==> config.mk <==
export PLATFORM = sky130hd
export DESIGN_NAME = multicycle_ctrl_flat
export DESIGN_NICKNAME = d
export VERILOG_FILES = /design/src/rtl/multicycle_ctrl_if.sv /design/src/rtl/multicycle_ctrl.sv /design/src/flat_wrapper.sv
export SDC_FILE = /design/constraint.sdc
export NUM_CORES = 1
export LEC_CHECK = 0
export BUFFER_PORTS_ARGS = -buffer_cell sky130_fd_sc_hd__buf_2
export CAP_MARGIN = 40
export CORE_ASPECT_RATIO = 0.8
export CORE_MARGIN = 2
export CORE_UTILIZATION = 41
export DETAILED_ROUTE_END_ITERATION = 10
export PLACE_DENSITY = 0.78
export SYNTH_ARGS = -nofsm -noshare
export SYNTH_HDL_FRONTEND = slang
export SYNTH_SLANG_ARGS = --single-unit
==> constraint.sdc <==
create_clock -name clk -period 1.8 [get_ports clk]
set_input_delay 0 -clock clk [delete_from_list [all_inputs] [get_ports clk]]
set_output_delay 0 -clock clk [all_outputs]
set_load 0.005 [all_outputs]
==> src/rtl/multicycle_ctrl_if.sv <==
// Control/instruction bundle between the multicycle ARM controller and its datapath.
// The master side is the controller; the slave side is the datapath.
interface multicycle_ctrl_if;
  logic [3:0] Cond;
  logic [1:0] Op;
  logic [5:0] Funct;
  logic [3:0] Rd;
  logic [3:0] ALUFlags;

  logic       PCWrite;
  logic       IRWrite;
  logic       RegWrite;
  logic       MemWrite;
  logic       AdrSrc;
  logic       ALUSrcA;
  logic [1:0] ALUSrcB;
  logic [1:0] ResultSrc;
  logic [1:0] ImmSrc;
  logic [1:0] RegSrc;
  logic [1:0] ALUControl;

  modport master (
    input  Cond, Op, Funct, Rd, ALUFlags,
    output PCWrite, IRWrite, RegWrite, MemWrite, AdrSrc, ALUSrcA,
           ALUSrcB, ResultSrc, ImmSrc, RegSrc, ALUControl
  );

  modport slave (
    output Cond, Op, Funct, Rd, ALUFlags,
    input  PCWrite, IRWrite, RegWrite, MemWrite, AdrSrc, ALUSrcA,
           ALUSrcB, ResultSrc, ImmSrc, RegSrc, ALUControl
  );
endinterface

==> src/rtl/multicycle_ctrl.sv <==
// Multicycle ARM main controller: instruction sequencing FSM, NZCV flag register,
// condition evaluation and per-cycle datapath select/enable generation.
module multicycle_ctrl (
  input  logic                   clk,
  input  logic                   reset,
  multicycle_ctrl_if.master      bus
);

  typedef enum logic [3:0] {
    FETCH, DECODE, MEMADR, MEMRD, MEMWB, MEMWR, EXECR, EXECI, ALUWB, BRANCH
  } state_t;

  state_t     state, state_nx;
  logic [3:0] flags;

  logic [3:0] cmd;
  logic       sbit;
  logic       condex;
  logic       flags_we;
  logic       cv_we;

  // Moore control bits before condition gating
  logic       nextpc, branch, regw, memw, aluop, irw;
  logic       adrsrc, alusrca;
  logic [1:0] alusrcb, resultsrc;
  logic [1:0] aluctl;

  assign cmd  = bus.Funct[4:1];
  assign sbit = bus.Funct[0];

  // State and flag registers
  always_ff @(posedge clk or negedge reset) begin
    if (!reset) begin
      state <= FETCH;
      flags <= '0;
    end else begin
      state <= state_nx;
      if (flags_we) begin
        flags[3:2] <= bus.ALUFlags[3:2];
        if (cv_we) flags[1:0] <= bus.ALUFlags[1:0];
      end
    end
  end

  // Next state and Moore outputs
  always_comb begin
    state_nx  = FETCH;
    nextpc    = 1'b0;
    branch    = 1'b0;
    regw      = 1'b0;
    memw      = 1'b0;
    aluop     = 1'b0;
    irw       = 1'b0;
    adrsrc    = 1'b0;
    alusrca   = 1'b0;
    alusrcb   = 2'b00;
    resultsrc = 2'b00;
    unique case (state)
      FETCH: begin
        irw       = 1'b1;
        nextpc    = 1'b1;
        alusrca   = 1'b1;
        alusrcb   = 2'b10;
        resultsrc = 2'b10;
        state_nx  = DECODE;
      end
      DECODE: begin
        alusrca   = 1'b1;
        alusrcb   = 2'b10;
        resultsrc = 2'b10;
        unique case (bus.Op)
          2'b00:   state_nx = bus.Funct[5] ? EXECI : EXECR;
          2'b01:   state_nx = MEMADR;
          2'b10:   state_nx = BRANCH;
          default: state_nx = FETCH;
        endcase
      end
      MEMADR: begin
        alusrcb  = 2'b01;
        state_nx = sbit ? MEMRD : MEMWR;
      end
      MEMRD: begin
        adrsrc   = 1'b1;
        state_nx = MEMWB;
      end
      MEMWB: begin
        resultsrc = 2'b01;
        regw      = 1'b1;
        state_nx  = FETCH;
      end
      MEMWR: begin
        adrsrc   = 1'b1;
        memw     = 1'b1;
        state_nx = FETCH;
      end
      EXECR: begin
        aluop    = 1'b1;
        state_nx = ALUWB;
      end
      EXECI: begin
        alusrcb  = 2'b01;
        aluop    = 1'b1;
        state_nx = ALUWB;
      end
      ALUWB: begin
        regw     = 1'b1;
        state_nx = FETCH;
      end
      BRANCH: begin
        alusrcb   = 2'b01;
        resultsrc = 2'b10;
        branch    = 1'b1;
        state_nx  = FETCH;
      end
      default: state_nx = FETCH;
    endcase
  end

  // Condition evaluation against the stored (pre-update) flags
  always_comb begin
    logic n, z, c, v;
    {n, z, c, v} = flags;
    condex = 1'b0;
    unique case (bus.Cond)
      4'b0000: condex = z;
      4'b0001: condex = ~z;
      4'b0010: condex = c;
      4'b0011: condex = ~c;
      4'b0100: condex = n;
      4'b0101: condex = ~n;
      4'b0110: condex = v;
      4'b0111: condex = ~v;
      4'b1000: condex = c & ~z;
      4'b1001: condex = ~c | z;
      4'b1010: condex = (n == v);
      4'b1011: condex = (n != v);
      4'b1100: condex = ~z & (n == v);
      4'b1101: condex = z | (n != v);
      4'b1110: condex = 1'b1;
      default: condex = 1'b0;
    endcase
  end

  // ALU decode: only EXECR/EXECI select a non-add operation
  always_comb begin
    aluctl = 2'b00;
    if (aluop) begin
      unique case (cmd)
        4'b0100: aluctl = 2'b00;
        4'b0010: aluctl = 2'b01;
        4'b0000: aluctl = 2'b10;
        4'b1100: aluctl = 2'b11;
        default: aluctl = 2'b00;
      endcase
    end
  end

  assign flags_we = aluop & sbit & condex;
  assign cv_we    = (cmd == 4'b0100) | (cmd == 4'b0010);

  // Write enables are held low for the whole reset assertion, including FETCH
  assign bus.PCWrite  = reset & (nextpc | (condex & (branch | (regw & (bus.Rd == 4'd15)))));
  assign bus.IRWrite  = reset & irw;
  assign bus.RegWrite = reset & regw & condex & (bus.Rd != 4'd15);
  assign bus.MemWrite = reset & memw & condex;

  assign bus.AdrSrc     = adrsrc;
  assign bus.ALUSrcA    = alusrca;
  assign bus.ALUSrcB    = alusrcb;
  assign bus.ResultSrc  = resultsrc;
  assign bus.ALUControl = aluctl;
  assign bus.ImmSrc     = (bus.Op == 2'b11) ? 2'b00 : bus.Op;
  assign bus.RegSrc     = {(bus.Op == 2'b01) & ~sbit, (bus.Op == 2'b10)};

endmodule

==> src/flat_wrapper.sv <==
// flat-port wrapper written by rule: the top's interface ports become plain ports
module multicycle_ctrl_flat 
  (clk, reset, bus_Cond, bus_Op, bus_Funct, bus_Rd, bus_ALUFlags, bus_PCWrite, bus_IRWrite, bus_RegWrite, bus_MemWrite, bus_AdrSrc, bus_ALUSrcA, bus_ALUSrcB, bus_ResultSrc, bus_ImmSrc, bus_RegSrc, bus_ALUControl);
  multicycle_ctrl_if bus_i ();
  input  logic clk;
  input  logic reset;
  input wire logic [$bits(bus_i.Cond)-1:0] bus_Cond;
  input wire logic [$bits(bus_i.Op)-1:0] bus_Op;
  input wire logic [$bits(bus_i.Funct)-1:0] bus_Funct;
  input wire logic [$bits(bus_i.Rd)-1:0] bus_Rd;
  input wire logic [$bits(bus_i.ALUFlags)-1:0] bus_ALUFlags;
  output wire logic [$bits(bus_i.PCWrite)-1:0] bus_PCWrite;
  output wire logic [$bits(bus_i.IRWrite)-1:0] bus_IRWrite;
  output wire logic [$bits(bus_i.RegWrite)-1:0] bus_RegWrite;
  output wire logic [$bits(bus_i.MemWrite)-1:0] bus_MemWrite;
  output wire logic [$bits(bus_i.AdrSrc)-1:0] bus_AdrSrc;
  output wire logic [$bits(bus_i.ALUSrcA)-1:0] bus_ALUSrcA;
  output wire logic [$bits(bus_i.ALUSrcB)-1:0] bus_ALUSrcB;
  output wire logic [$bits(bus_i.ResultSrc)-1:0] bus_ResultSrc;
  output wire logic [$bits(bus_i.ImmSrc)-1:0] bus_ImmSrc;
  output wire logic [$bits(bus_i.RegSrc)-1:0] bus_RegSrc;
  output wire logic [$bits(bus_i.ALUControl)-1:0] bus_ALUControl;
  assign bus_i.Cond = bus_Cond;
  assign bus_i.Op = bus_Op;
  assign bus_i.Funct = bus_Funct;
  assign bus_i.Rd = bus_Rd;
  assign bus_i.ALUFlags = bus_ALUFlags;
  assign bus_PCWrite = bus_i.PCWrite;
  assign bus_IRWrite = bus_i.IRWrite;
  assign bus_RegWrite = bus_i.RegWrite;
  assign bus_MemWrite = bus_i.MemWrite;
  assign bus_AdrSrc = bus_i.AdrSrc;
  assign bus_ALUSrcA = bus_i.ALUSrcA;
  assign bus_ALUSrcB = bus_i.ALUSrcB;
  assign bus_ResultSrc = bus_i.ResultSrc;
  assign bus_ImmSrc = bus_i.ImmSrc;
  assign bus_RegSrc = bus_i.RegSrc;
  assign bus_ALUControl = bus_i.ALUControl;
  multicycle_ctrl u_core (.clk(clk), .reset(reset), .bus(bus_i));
endmodule
# Yosys cells after proc, flatten, opt, wreduce, memory -nomap -nowiden
# Index checks and enable logic that the tools add are counted.
[totals]
register_bits = 8
latchBits = 0
ramBits = 0
romBits = 0
in_bits = 22
out_inout_bits = 16
elab_cells = 88
memories = 0
[op_classes]
n_addsub = 0
n_mul = 0
n_div = 0
order_cmp = 0
n_eq_ne = 33
shift = 0
n_mux = 17
n_bitwise = 24
n_reduce_logical = 11
[ops]
columns = ["cell", "count"]
rows = [
  ["equality test 4 bit (second input constant)", 11],
  ["equality test 4 x 3 -> 1 bit (second input constant)", 9],
  ["equality test 4 x 2 -> 1 bit (second input constant)", 5],
  ["one-hot mux 4 bit (5 select lines)", 1],
  ["one-hot mux 1 bit (15 select lines)", 1],
  ["bitwise AND 1 bit", 14],
  ["logical NOT 4 bit", 3],
  ["one-hot mux 4 bit (3 select lines)", 1],
  ["equality test 4 x 1 -> 1 bit (second input constant)", 2],
  ["two-way mux 1 bit", 8],
  ["one-hot mux 2 bit (2 select lines)", 2],
  ["OR reduction 2 bit", 4],
  ["one-hot mux 2 bit (3 select lines)", 1],
  ["OR reduction 3 bit", 2],
  ["inverter 1 bit", 5],
  ["bitwise OR 1 bit", 5],
  ["equality test 2 bit (second input constant)", 2],
  ["two-way mux 2 bit", 2],
  ["!= test 4 bit (second input constant)", 1],
  ["two-way mux 3 bit", 1],
  ["equality test 2 x 1 -> 1 bit (second input constant)", 1],
  ["logical NOT 2 bit", 1],
  ["AND reduction 2 bit", 1],
  ["equality test 1 bit", 1],
  ["!= test 1 bit", 1],
]

# Depth between registers and ports, before layout
# Gate-level depths: netlist of run 1.
[depth]
word_depth = 8
depth_mapped = 7
depth_no_buf = 6

# Worst setup path after synthesis of run 1
# OpenSTA, ideal clock, no wires.
[synth_path]
path_kind = "register to register"
start = "register u_core.flags[0]"
end = "register u_core.flags[2]"
setup_ns = 0.125
t_arrival_ns = 1.718
required_ns = 1.675
setup_slack_ns = -0.042
stages_incl_launch_ff = 7
n_path_buf = 0
period_less_slack_ns = 1.842
path_cell_list = "dfrtp_1 > xor2_1 > o2bb2ai_2 > xnor2_1 > o2111ai_2 > or3b_1 > mux2_2"
[synth_via]
elab_chain_len = 4
elab_cells_between_ends = 7
cone_classes = "eq/ne (2); mux (1); bitwise (4)"
[synth_rtl]
columns = ["item", "line_no", "text"]
rows = [
  ["from (decl)", "multicycle_ctrl.sv:14", "logic [3:0] flags;"],
  ["from (signal assigned)", "multicycle_ctrl.sv:40", "if (cv_we) flags[1:0] <= bus.ALUFlags[1:0];"],
  ["!= test 1 bit or equality test 1 bit (tied branches)", "n/a", ""],
  ["bitwise OR 1 bit or bitwise AND 1 bit (tied branches)", "multicycle_ctrl.sv:138, multicycle_ctrl.sv:137", ""],
  ["one-hot mux 1 bit (15 select lines) *", "multicycle_ctrl.sv:124", "unique case (bus.Cond)"],
  ["bitwise AND 1 bit *", "multicycle_ctrl.sv:158", "assign flags_we = aluop & sbit & condex;"],
]
# Mark *: on every way between the ends. The rest lies on a longest branch, timed or not.
# A chain may end at the register's enable or synchronous reset.

# Final worst setup path of run 1
[layout_path]
start = "register u_core.flags[3]"
end = "register u_core.flags[3]"
# Same word-level chain as after synthesis.

==> results by group, run 1 <==
GRT
  – Overall track demand over capacity in global routing: 0.213
  – First-pass GRT wire length: 3680 µm
  – Number of antenna violations at the first check in global routing: 0
  – Via count of the first global-routing pass: 854
  – Grt ovf: 0
  – Pin count of the biggest net entering global routing: 14

Setup path
  – RR Endpoint: u_core.flags[3]
  – Cell Chain, Critical Path: xor2_2 -> o2bb2ai_2 -> xnor2_2 -> o2111ai_2 -> or3b_4 -> mux2_2
  – Cell family with most CP delay: flip-flops
  – Slowest Stage Delay on Critical Path: 0.45 ns
  – Critical path peak fanout: 5
  – Worst path bufs/invs: 0
  – Setup crit end kind: flip-flop
  – Worst endpoint data arrival time: 2.09 ns
  – Category of the most critical setup path: flip-flop to flip-flop
  – Slowest cell on the critical path: sky130_fd_sc_hd__dfrtp_2
  – Cell count of the worst reg-to-reg path: 6
  – Worst flop-to-flop path startpoint: u_core.flags[3]
  – Category of the worst setup path launch point: flip-flop
  – Worst-case register-to-register setup slack: -0.15 ns
  – CP required: 1.94 ns

Floorplan
  – Area of the die: 2400 µm²
  – Overall die height: 44.2 µm
  – Core region area: 1890 µm²
  – Number of primary I/O pins: 38
  – Effective utilization at floorplan: 0.438
  – Die Width: 54.3 µm
  – Number of standard-cell rows in the floorplan: 14

Status
  – Violations in the final reports: setup timing
  – Status: finished, violations left

Synthesis
  – Fraction of the yosys area taken by sequential cells: 0.242
  – Syn Nets: 127
  – Number of different library cells in the post-synthesis netlist: 43
  – Synthesized-area fraction occupied by ao, oa, aoi and oai cells: 0.166
  – Post-Synth Adder-Cell Area: 0
  – Number of flops mapped to enable cells by yosys: 0
  – Area share of xor/xnor cells in the synthesized design: 0.0846
  – Portion of netlist area occupied by mux cells: 0.0665
  – Post-synthesis register bit count: 8
  – Asr flop ratio synth: 1.00
  – Post-Synthesis Cells: 105
  – Synthesized-area fraction occupied by and/or/nand/nor cells: 0.372
  – Primary flip-flop cell chosen by synthesis mapping: sky130_fd_sc_hd__dfrtp_1
  – Area of the mapped netlist: 828 µm²
  – Total number of yosys warnings: 0
  – Main combinational cell family by area after synthesis: simple AND/OR/NAND/NOR gates
  – Avg Cell Area, Syn: 7.89 µm²

Detailed routing
  – Antenna Violating Nets Remaining: 0
  – Final wirelength: 2410 µm
  – Number of DRC violations after detailed routing: 0
  – Number of design-rule violations left by the first detailed-router iteration: 31
  – Detailed-router iteration count before antenna repair: 4
  – Vias after detailed routing: 954
  – Routed wirelength normalized by instance count: 13.8 µm
  – Number of vias per cell: 5.45

STA
  – Minimum setup slack in the final design: -0.150 ns
  – Max Clk Rate: 0.513 GHz
  – Unrepaired setup endpoints after global routing: true
  – Worst relative slew slack: 0.749
  – Maximum clock skew at final layout: 0.00330 ns
  – Final number of max-transition violations: 0
  – Min Tclk post-route: 1.95 ns
  – Endpoints failing setup: 7
  – Share of the clock period used by the worst path after layout: 1.08
  – Hold Fails Final Rpt: 0
  – Worst Max-Slew Pin Slew: 0.371 ns

Worst hold path
  – Terminating pin of the worst hold path: u_core.state[0]
  – Number of cells traversed by the worst hold path: 4
  – Launch instance of the worst min-delay path: bus_Op[0]
  – Tightest Hold Check Type: input pin to flip-flop

Placed design
  – Final GP Congestion: 0.796
  – Number of buffers inserted by port buffering: 37
  – Post-DP Area: 1060 µm²
  – Half-perimeter wire length after detailed placement: 1730 µm

Cells and area
  – Non-Filler Cell Area, Final: 1210 µm²
  – Most common cell after layout, fill and taps aside: sky130_fd_sc_hd__buf_2
  – Commonest cells after routing, fill and taps aside: 36 x sky130_fd_sc_hd__buf_2, 10 x sky130_fd_sc_hd__nor2_1, 10 x sky130_fd_sc_hd__nor3_1, 9 x sky130_fd_sc_hd__nand2_1, 8 x sky130_fd_sc_hd__buf_4
  – # diodes: 0
  – Layout overhead on the synthesized area: 46.7%
  – Share of cells above drive strength 1: 0.444
  – Layout Nets: 175

Clock tree
  – Clock-pin slew reported for the worst setup and hold paths after clock tree synthesis: 0.06 ns
  – Max H-tree Level: 1
  – Maximum buffer depth of the clock tree: 2
  – Number of buffers added by the clock tree synthesis step: 3
  – Insertion delay of the later-clocked pin in the worst-skew pair: 0.26 ns
  – Clk sinks: 8
  – TritonCTS clock tree: yes
  – CTS Root Cell: sky130_fd_sc_hd__clkbuf_4

Pwr
  – Total power: 1250 µW
  – Pwr dens: 1030 nW/µm²
  – Leakage: 0.000574 µW
  – IR drop worst, VDD: 0.753 mV

Flow run
  – Max_cap viols: 0
## cell families (layout without fill, tap and decap cells)
family,Yosys count,in the layout
and+or+nand+nor,55,55
AOI/OAI and AO/OA,18,18
DFF,8,8
xor gates and xnor gates,8,8
buffers and inverters,11,57
muxes,5,5
## per-layer routing
metal	vias up	routed length (µm)	GRT usage	share of wire
met3	4	155	0.0270	0.064
li1	473	-	-	-
met5	-	0	0	0
met4	0	59	0.120	0.024
met1	437	1080	0.272	0.45
met2	40	1120	0.345	0.46
## through the flow
step	util	setup WS [ns]	std cells	setup TNS [ns]	hold WS [ns]
2_1_floorplan	-	-0.0147	105	-0.0295	-0.296
3_3_place_gp	0.561	-0.0702	166	-0.240	-0.139
3_5_place_dp	0.561	-0.0976	166	-0.385	-0.138
4_1_cts	0.626	-0.0728	174	-0.192	0.0628
5_1_grt	0.642	-0.206	175	-1.17	0.0898
6_report	0.642	-0.150	175	-0.634	0.0720
## cells in the mapped netlist (2+ instances only)
library cell	count	area [µm²]
sky130_fd_sc_hd__nand2_1	10	37.5
sky130_fd_sc_hd__nor2_1	10	37.5
sky130_fd_sc_hd__nor3_1	10	50.1
sky130_fd_sc_hd__dfrtp_1	8	200
sky130_fd_sc_hd__a21oi_1	5	25.0
sky130_fd_sc_hd__inv_1	4	15.0
sky130_fd_sc_hd__mux2_2	4	45.0
sky130_fd_sc_hd__nor2b_1	4	25.0
sky130_fd_sc_hd__xnor2_1	4	35.0
sky130_fd_sc_hd__xor2_1	4	35.0
sky130_fd_sc_hd__nand2b_1	3	18.8
sky130_fd_sc_hd__nor3b_1	3	22.5
sky130_fd_sc_hd__and3_1	2	12.5
sky130_fd_sc_hd__buf_4	2	15.0
sky130_fd_sc_hd__clkbuf_1	2	7.51
sky130_fd_sc_hd__nand4_1	2	12.5
sky130_fd_sc_hd__or3b_1	2	17.5
## cell type report
cell class | instances | area (µm²)
clock buffer | 3 | 22.5
fill | 153 | 677
inverter | 4 | 15.0
multi-input combinational | 86 | 643
sequential | 8 | 203
tap | 24 | 30.0
timing repair buffer | 50 | 302
## state kept, by name, indices dropped and copies added, names as in the netlist
register / flops
u_core.flags: 4
u_core.state: 4
## what timing repair did
item / 4_1_cts / 5_1_grt
setup buffers: 0 / 1
endpoints found under the hold margin: 12 / 0
gates resized for setup: 11 / 4
endpoints found under the setup margin: 7 / 7
hold buffers: 5 / 0
pin swaps: 3 / 2
## worst max-delay path by stage
stage                      endpoint  depth (start not counted)  slack (ns)             from
floorplan           u_core.flags[2]                          6       -0.01  u_core.flags[0]
global placement    u_core.flags[3]                          6       -0.07  u_core.flags[0]
detailed placement  u_core.flags[1]                          6        -0.1  u_core.flags[0]
CTS                 u_core.flags[3]                          6       -0.07  u_core.flags[0]
global route        u_core.flags[3]                          6       -0.21  u_core.flags[3]
finish              u_core.flags[3]                          6       -0.15  u_core.flags[3]
## report_power, final
part	internal [µW]	switching, µW
Combinational	382	415
Clock	76.8	68.3
Sequential	241	65.6
Total	700	549
## tightest hold or removal path: stages
cell and delay [ns]:
sky130_fd_sc_hd__buf_2 0.11, sky130_fd_sc_hd__nor2_1 0.04, sky130_fd_sc_hd__o21ai_0 0.06, sky130_fd_sc_hd__a21boi_0 0.08
No activity file was read; power rests on OpenSTA's default activity.
==> run 2: changes to the inputs <==
--- a/config.mk
+++ b/config.mk
@@ -12,6 +12,7 @@
 export CORE_UTILIZATION = 41
 export DETAILED_ROUTE_END_ITERATION = 10
 export PLACE_DENSITY = 0.78
+export REMOVE_ABC_BUFFERS = 1
 export SYNTH_ARGS = -nofsm -noshare
 export SYNTH_HDL_FRONTEND = slang
 export SYNTH_SLANG_ARGS = --single-unit
==> results by group, run 2 (synthesis results as in run 1) <==
Status
  – Status: finished, violations left (unchanged)
  – Violations in the final reports: setup timing (unchanged)

Setup path
  – Category of the worst setup path launch point: flip-flop (unchanged)
  – CP required: 1.94 ns (about the same)
  – Setup crit end kind: flip-flop (unchanged)
  – Category of the most critical setup path: flip-flop to flip-flop (unchanged)
  – Critical path peak fanout: 5 (unchanged)
  – Worst endpoint data arrival time: 2.10 ns (was 2.09 ns)

Detailed routing
  – Number of vias per cell: 5.54 (was 5.45)
  – Number of DRC violations after detailed routing: 0 (unchanged)
  – Number of design-rule violations left by the first detailed-router iteration: 26 (was 31)
  – Final wirelength: 2480 µm (was 2410 µm)
  – Detailed-router iteration count before antenna repair: 5 (was 4)
  – Antenna Violating Nets Remaining: 0 (unchanged)
  – Vias after detailed routing: 958 (was 954)
  – Routed wirelength normalized by instance count: 14.3 µm (was 13.8 µm)

GRT
  – First-pass GRT wire length: 4010 µm (was 3680 µm)
  – Overall track demand over capacity in global routing: 0.232 (was 0.213)
  – Met3 demand-to-capacity share in global routing: 0.0338 (was 0.0270)
  – Met2 demand-to-capacity share in global routing: 0.439 (was 0.345)
  – Pin count of the biggest net entering global routing: 14 (unchanged)
  – Grt ovf: 0 (unchanged)
  – Via count of the first global-routing pass: 862 (was 854)
  – Layer with the highest usage: met2 (unchanged)
  – GR Util met1: 0.262 (was 0.272)
  – Number of antenna violations at the first check in global routing: 0 (unchanged)

STA
  – Minimum setup slack in the final design: -0.162 ns (was -0.150 ns)
  – Unrepaired setup endpoints after global routing: true (unchanged)
  – Worst relative slew slack: 0.754 (was 0.749)
  – Hold Fails Final Rpt: 0 (unchanged)
  – Max Clk Rate: 0.510 GHz (was 0.513 GHz)
  – Share of the clock period used by the worst path after layout: 1.09 (was 1.08)
  – Min Tclk post-route: 1.96 ns (was 1.95 ns)
  – Final number of max-transition violations: 0 (unchanged)
  – Maximum clock skew at final layout: 0.00744 ns (was 0.00330 ns)
  – Endpoints failing setup: 7 (unchanged)
  – Worst Max-Slew Pin Slew: 0.364 ns (was 0.371 ns)

Pwr
  – Net Sw Frac: 0.442 (was 0.440)
  – Clock Power Share: 0.117 (was 0.116)
  – Pwr dens: 1020 nW/µm² (was 1030 nW/µm²)
  – Switching power summed over all nets: 540 µW (was 549 µW)
  – IR drop worst, VDD: 0.709 mV (was 0.753 mV)
  – Leakage: 0.000573 µW (was 0.000574 µW)
  – Power Internal: 681 µW (was 700 µW)
  – Proportion of power drawn by flip-flops and latches: 0.259 (was 0.245)
  – Fraction of power consumed by combinational cells: 0.624 (was 0.638)

Floorplan
  – Number of standard-cell rows in the floorplan: 14 (unchanged)
  – Die Width: 54.3 µm (unchanged)
  – Number of primary I/O pins: 38 (unchanged)
  – Area of the die: 2400 µm² (unchanged)
  – Overall die height: 44.2 µm (unchanged)
  – Core region area: 1890 µm² (unchanged)
  – Effective utilization at floorplan: 0.438 (unchanged)

Cells and area
  – Largest registers in the final layout: u_core.flags (4), u_core.state (4) (unchanged)
  – Share of cells above drive strength 1: 0.430 (was 0.444)
  – Filler Cells Inserted: 167 (was 153)
  – Sequential cell area: 203 µm² (unchanged)
  – Share of the core filled with cells: 0.634 (was 0.642)
  – # diodes: 0 (unchanged)
  – Commonest cells after routing, fill and taps aside: 36 x sky130_fd_sc_hd__buf_2, 10 x sky130_fd_sc_hd__nor2_1, 10 x sky130_fd_sc_hd__nor3_1, 9 x sky130_fd_sc_hd__nand2_1, 7 x sky130_fd_sc_hd__buf_4 (was 36 x sky130_fd_sc_hd__buf_2, 10 x sky130_fd_sc_hd__nor2_1, 10 x sky130_fd_sc_hd__nor3_1, 9 x sky130_fd_sc_hd__nand2_1, 8 x sky130_fd_sc_hd__buf_4)
  – Layout Nets: 173 (was 175)
  – Layout overhead on the synthesized area: 44.7% (was 46.7%)
  – Non-Filler Cell Area, Final: 1200 µm² (was 1210 µm²)
  – Most common cell after layout, fill and taps aside: sky130_fd_sc_hd__buf_2 (unchanged)
  – Combined area of the multi-input logic cells: 644 µm² (was 643 µm²)

Placed design
  – Post-DP Area: 1050 µm² (was 1060 µm²)
  – Half-perimeter wire length after detailed placement: 1830 µm (was 1730 µm)
  – Final GP Congestion: 0.855 (was 0.796)
  – Number of buffers inserted by port buffering: 37 (unchanged)

Clock tree
  – Clk sinks: 8 (unchanged)
  – Post-CTS Repair Setup Buffers: 0 (unchanged)
  – Number of buffers added by the clock tree synthesis step: 3 (unchanged)
  – Max H-tree Level: 1 (unchanged)
  – Clock-pin slew reported for the worst setup and hold paths after clock tree synthesis: 0.06 ns (about the same)
  – TritonCTS clock tree: yes (unchanged)
  – Maximum buffer depth of the clock tree: 2 (unchanged)
  – Insertion delay of the later-clocked pin in the worst-skew pair: 0.26 ns (about the same)
  – CTS Root Cell: sky130_fd_sc_hd__clkbuf_4 (unchanged)

Flow run
  – Max_cap viols: 0 (unchanged)

Worst hold path
  – Tightest Hold Check Type: input pin to flip-flop (unchanged)
-- run 2: path summary, 6_finish.rpt --
path,from,end,slack [ns],cells after the start
setup / recovery,u_core.flags[3],u_core.flags[2],-0.16,6
max in group asynchronous,reset,u_core.flags[0],1.45,2
setup reg to reg,u_core.flags[3],u_core.flags[2],-0.16,6
hold reg to reg,u_core.flags[1],u_core.flags[1],0.59,1
min in group asynchronous,reset,u_core.state[1],0.13,2
hold / removal,bus_ALUFlags[2],u_core.flags[2],0.004,2
-- run 2: per-layer routing --
layer  part of all wire  up-vias
met4             0.0093        0
li1                   -      463
met2               0.54       39
met3              0.060        2
met5                  0        -
met1               0.39      454
-- run 2: through the flow --
step	hold slack, ns	std cells	total power, µW	setup TNS, ns	worst slack (ns)
final	0.00447	173	1220	-0.638	-0.162
after global routing	0.00599	173	1320	-1.26	-0.254
after CTS	0.00397	173	1200	-0.415	-0.131
after detailed placement	-0.131	166	1010	-0.651	-0.223
after global placement	-0.134	166	988	-0.179	-0.0819
after floorplan	-0.296	98	709	-0.0849	-0.0425
-- run 2: power groups by stage --
stage	logic (µW)	clock network (µW)	registers (µW)
detailed placement	706	0	303
floorplan	369	0	341
CTS	749	145	305
global placement	689	0	299
global route	839	154	324
finish	762	143	317
-- run 2: critical path: stages, from the launching register on --
cell and delay [ns]:
sky130_fd_sc_hd__dfrtp_2 0.47, sky130_fd_sc_hd__xor2_4 0.21, sky130_fd_sc_hd__o2bb2ai_2 0.14, sky130_fd_sc_hd__xnor2_1 0.09, sky130_fd_sc_hd__o2111ai_2 0.22, sky130_fd_sc_hd__or3b_4 0.43, sky130_fd_sc_hd__mux2_2 0.29
-- run 2: cell type report --
cell class | count | share of cell area
multi-input cells | 86 | 0.538
repair buffers | 48 | 0.237
flip-flops and latches | 8 | 0.169
well taps | 24 | 0.0251
clock buffers | 3 | 0.0188
inverters | 4 | 0.0125
-- run 2: what timing repair did --
item / 4_1_cts / 5_1_grt
gates resized for setup: 15 / 1
pin swaps: 5 / 0
setup endpoints to repair: 7 / 7
endpoints found under the hold margin: 11 / 0
hold buffers: 4 / 0
==> run 3: changes to the inputs <==
--- a/config.mk
+++ b/config.mk
@@ -7,11 +7,13 @@
 export LEC_CHECK = 0
 export BUFFER_PORTS_ARGS = -buffer_cell sky130_fd_sc_hd__buf_2
 export CAP_MARGIN = 40
+export CELL_PAD_IN_SITES_DETAIL_PLACEMENT = 0
+export CELL_PAD_IN_SITES_GLOBAL_PLACEMENT = 2
 export CORE_ASPECT_RATIO = 0.8
 export CORE_MARGIN = 2
-export CORE_UTILIZATION = 41
+export CORE_UTILIZATION = 24
 export DETAILED_ROUTE_END_ITERATION = 10
-export PLACE_DENSITY = 0.78
+export PLACE_DENSITY = 0.81
 export REMOVE_ABC_BUFFERS = 1
 export SYNTH_ARGS = -nofsm -noshare
 export SYNTH_HDL_FRONTEND = slang
==> constraint.sdc (replaced) <==
create_clock -name clk -period 2 [get_ports clk]
set_input_delay 0 -clock clk [delete_from_list [all_inputs] [get_ports clk]]
set_output_delay 0 -clock clk [all_outputs]
set_load 0.005 [all_outputs]
==> results by group, run 3 (synthesis results as in run 1) <==
STA
  – Final number of max-transition violations: 0 (unchanged)
  – Max Clk Rate: 0.527 GHz (was 0.510 GHz)
  – Final TNS setup: 0 ns (was -0.638 ns)
  – Min Tclk post-route: 1.90 ns (was 1.96 ns)
  – Hold Fails Final Rpt: 0 (unchanged)
  – Share of the clock period used by the worst path after layout: 0.948 (was 1.09)
  – Maximum clock skew at final layout: 0.00120 ns (was 0.00744 ns)
  – Worst hold margin: 0.00727 ns (was 0.00447 ns)
  – Worst Max-Slew Pin Slew: 0.324 ns (was 0.364 ns)
  – Endpoints failing setup: 0 (was 7)
  – Worst relative slew slack: 0.781 (was 0.754)

Floorplan
  – Overall die height: 56.5 µm (was 44.2 µm)
  – Number of standard-cell rows in the floorplan: 19 (was 14)
  – Core region area: 3380 µm² (was 1890 µm²)
  – Area of the die: 3940 µm² (was 2400 µm²)
  – Die Width: 69.7 µm (was 54.3 µm)
  – Number of primary I/O pins: 38 (unchanged)
  – Effective utilization at floorplan: 0.245 (was 0.438)

Setup path
  – Critical path peak fanout: 5 (unchanged)
  – RR Endpoint: u_core.flags[3] (was u_core.flags[2])
  – Worst endpoint data arrival time: 2.00 ns (was 2.10 ns)
  – Category of the most critical setup path: flip-flop to flip-flop (unchanged)
  – Launching element of the worst setup path: u_core.flags[3] (unchanged)
  – CP required: 2.11 ns (was 1.94 ns)
  – Critical Path End: u_core.flags[3] (was u_core.flags[2])
  – Cell count of the worst reg-to-reg path: 6 (unchanged)
  – Worst-case register-to-register setup slack: 0.10 ns (was -0.16 ns)
  – Worst flop-to-flop path startpoint: u_core.flags[3] (unchanged)
  – Category of the worst setup path launch point: flip-flop (unchanged)
  – Setup crit end kind: flip-flop (unchanged)

Worst hold path
  – Tightest Hold Check Type: input pin to flip-flop (unchanged)

GRT
  – Overall track demand over capacity in global routing: 0.117 (was 0.232)
  – Via count of the first global-routing pass: 898 (was 862)
  – Number of antenna violations at the first check in global routing: 0 (unchanged)
  – First-pass GRT wire length: 3780 µm (was 4010 µm)
  – Grt ovf: 0 (unchanged)
  – Pin count of the biggest net entering global routing: 14 (unchanged)

Detailed routing
  – Number of DRC violations after detailed routing: 0 (unchanged)
  – Number of design-rule violations left by the first detailed-router iteration: 33 (was 26)
  – Vias after detailed routing: 921 (was 958)
  – Final wirelength: 2210 µm (was 2480 µm)
  – Number of vias per cell: 4.95 (was 5.54)
  – Antenna Violating Nets Remaining: 0 (unchanged)
  – Detailed-router iteration count before antenna repair: 4 (was 5)
  – Routed wirelength normalized by instance count: 11.9 µm (was 14.3 µm)

Cells and area
  – Layout Nets: 168 (was 173)
  – Most common cell after layout, fill and taps aside: sky130_fd_sc_hd__buf_2 (unchanged)
  – Non-Filler Cell Area, Final: 1130 µm² (was 1200 µm²)
  – Commonest cells after routing, fill and taps aside: 37 x sky130_fd_sc_hd__buf_2, 10 x sky130_fd_sc_hd__nor2_1, 10 x sky130_fd_sc_hd__nand2_1, 10 x sky130_fd_sc_hd__nor3_1, 6 x sky130_fd_sc_hd__dfrtp_1 (was 36 x sky130_fd_sc_hd__buf_2, 10 x sky130_fd_sc_hd__nor2_1, 10 x sky130_fd_sc_hd__nor3_1, 9 x sky130_fd_sc_hd__nand2_1, 7 x sky130_fd_sc_hd__buf_4)
  – # diodes: 0 (unchanged)
  – Layout overhead on the synthesized area: 36.4% (was 44.7%)
  – Count of non-filler cells in the finished layout: 186 (was 173)
  – Largest registers in the final layout: u_core.flags (4), u_core.state (4) (unchanged)
  – Share of cells above drive strength 1: 0.389 (was 0.430)

Clock tree
  – TritonCTS clock tree: yes (unchanged)
  – Insertion delay of the later-clocked pin in the worst-skew pair: 0.22 ns (was 0.26 ns)
  – Maximum buffer depth of the clock tree: 2 (unchanged)
  – CTS Root Cell: sky130_fd_sc_hd__clkbuf_8 (was sky130_fd_sc_hd__clkbuf_4)
  – Clock-pin slew reported for the worst setup and hold paths after clock tree synthesis: 0.04 ns (was 0.06 ns)
  – Number of buffers added by the clock tree synthesis step: 3 (unchanged)
  – Clk sinks: 8 (unchanged)
  – Max H-tree Level: 1 (unchanged)

Pwr
  – Leakage: 0.000541 µW (was 0.000573 µW)
  – IR drop worst, VDD: 0.422 mV (was 0.709 mV)
  – Pwr dens: 973 nW/µm² (was 1020 nW/µm²)

Placed design
  – Post-DP Area: 1060 µm² (was 1050 µm²)
  – Number of buffers inserted by port buffering: 37 (unchanged)
  – Half-perimeter wire length after detailed placement: 1740 µm (was 1830 µm)
  – Final GP Congestion: 0.796 (was 0.855)
  – Placed insts: 182 (was 166)

Flow run
  – Max_cap viols: 0 (unchanged)

Status
  – Status: complete, no violations (was finished, violations left)
## run 3: cell types whose count changed in the layout (fill, tap and decap cells not counted), moves of 2 or more
cell,before,now
sky130_fd_sc_hd__clkbuf_4,3,0
sky130_fd_sc_hd__clkbuf_8,0,3
sky130_fd_sc_hd__dlygate4sd3_1,4,1
sky130_fd_sc_hd__buf_4,7,5
sky130_fd_sc_hd__mux2_2,2,4
sky130_fd_sc_hd__mux2_4,2,0
## run 3: cell type report
| type | instances | area [µm²] |
|---|---|---|
| Clock buffer | 3 | 41.3 |
| Sequential cell | 8 | 203 |
| Multi-Input combinational cell | 86 | 586 |
| Inverter | 4 | 15.0 |
| Fill cell | 396 | 2250 |
| Timing Repair Buffer | 43 | 233 |
| Tap cell | 42 | 52.6 |
## run 3: stage by stage
step	total power (µW)	util	worst slack, ns
global route	1220	0.335	-0.0266
finish	1100	0.335	0.104
floorplan	638	-	0.158
CTS	1100	0.330	0.0215
global placement	903	0.314	0.103
detailed placement	906	0.314	0.0393
## run 3: how the worst min path moves through the flow
stage                         start               to  slack (ns)  cells after the start
floorplan                     reset  u_core.flags[0]       -0.30                      0
finish              bus_ALUFlags[1]  u_core.flags[1]       0.007                      2
CTS                 bus_ALUFlags[1]  u_core.flags[1]       0.007                      2
detailed placement            reset  u_core.state[2]       -0.12                      1
global route        bus_ALUFlags[1]  u_core.flags[1]        0.01                      2
global placement              reset  u_core.state[0]       -0.13                      1
## run 3: report_power, final
part           internal [µW]  switching (µW)
Clock                    130            58.9
Combinational            305             330
Sequential               217            57.8
## run 3: routing by layer
layer / vias up / global-route usage / share of wire
li1: 454 / - / -
met4: 0 / 0.00824 / 0
met1: 440 / 0.124 / 0.39
met5: - / 0 / 0
met2: 27 / 0.227 / 0.54
met3: 0 / 0.0467 / 0.069
## run 3: what timing repair did
action / CTS / global route
buffers inserted: 0 / 0
gates resized for setup: 0 / 4
hold buffers: 1 / 0
endpoints found under the hold margin: 8 / 0
endpoints found under the setup margin: 0 / 6
## run 3: worst max-delay path, stage by stage, from the launching register on
cell                        delay, ns
sky130_fd_sc_hd__dfrtp_2         0.44
sky130_fd_sc_hd__xor2_2          0.24
sky130_fd_sc_hd__o2bb2ai_2       0.08
sky130_fd_sc_hd__xnor2_1         0.14
sky130_fd_sc_hd__o2111ai_2       0.19
sky130_fd_sc_hd__or3b_1          0.40
sky130_fd_sc_hd__mux2_2          0.28
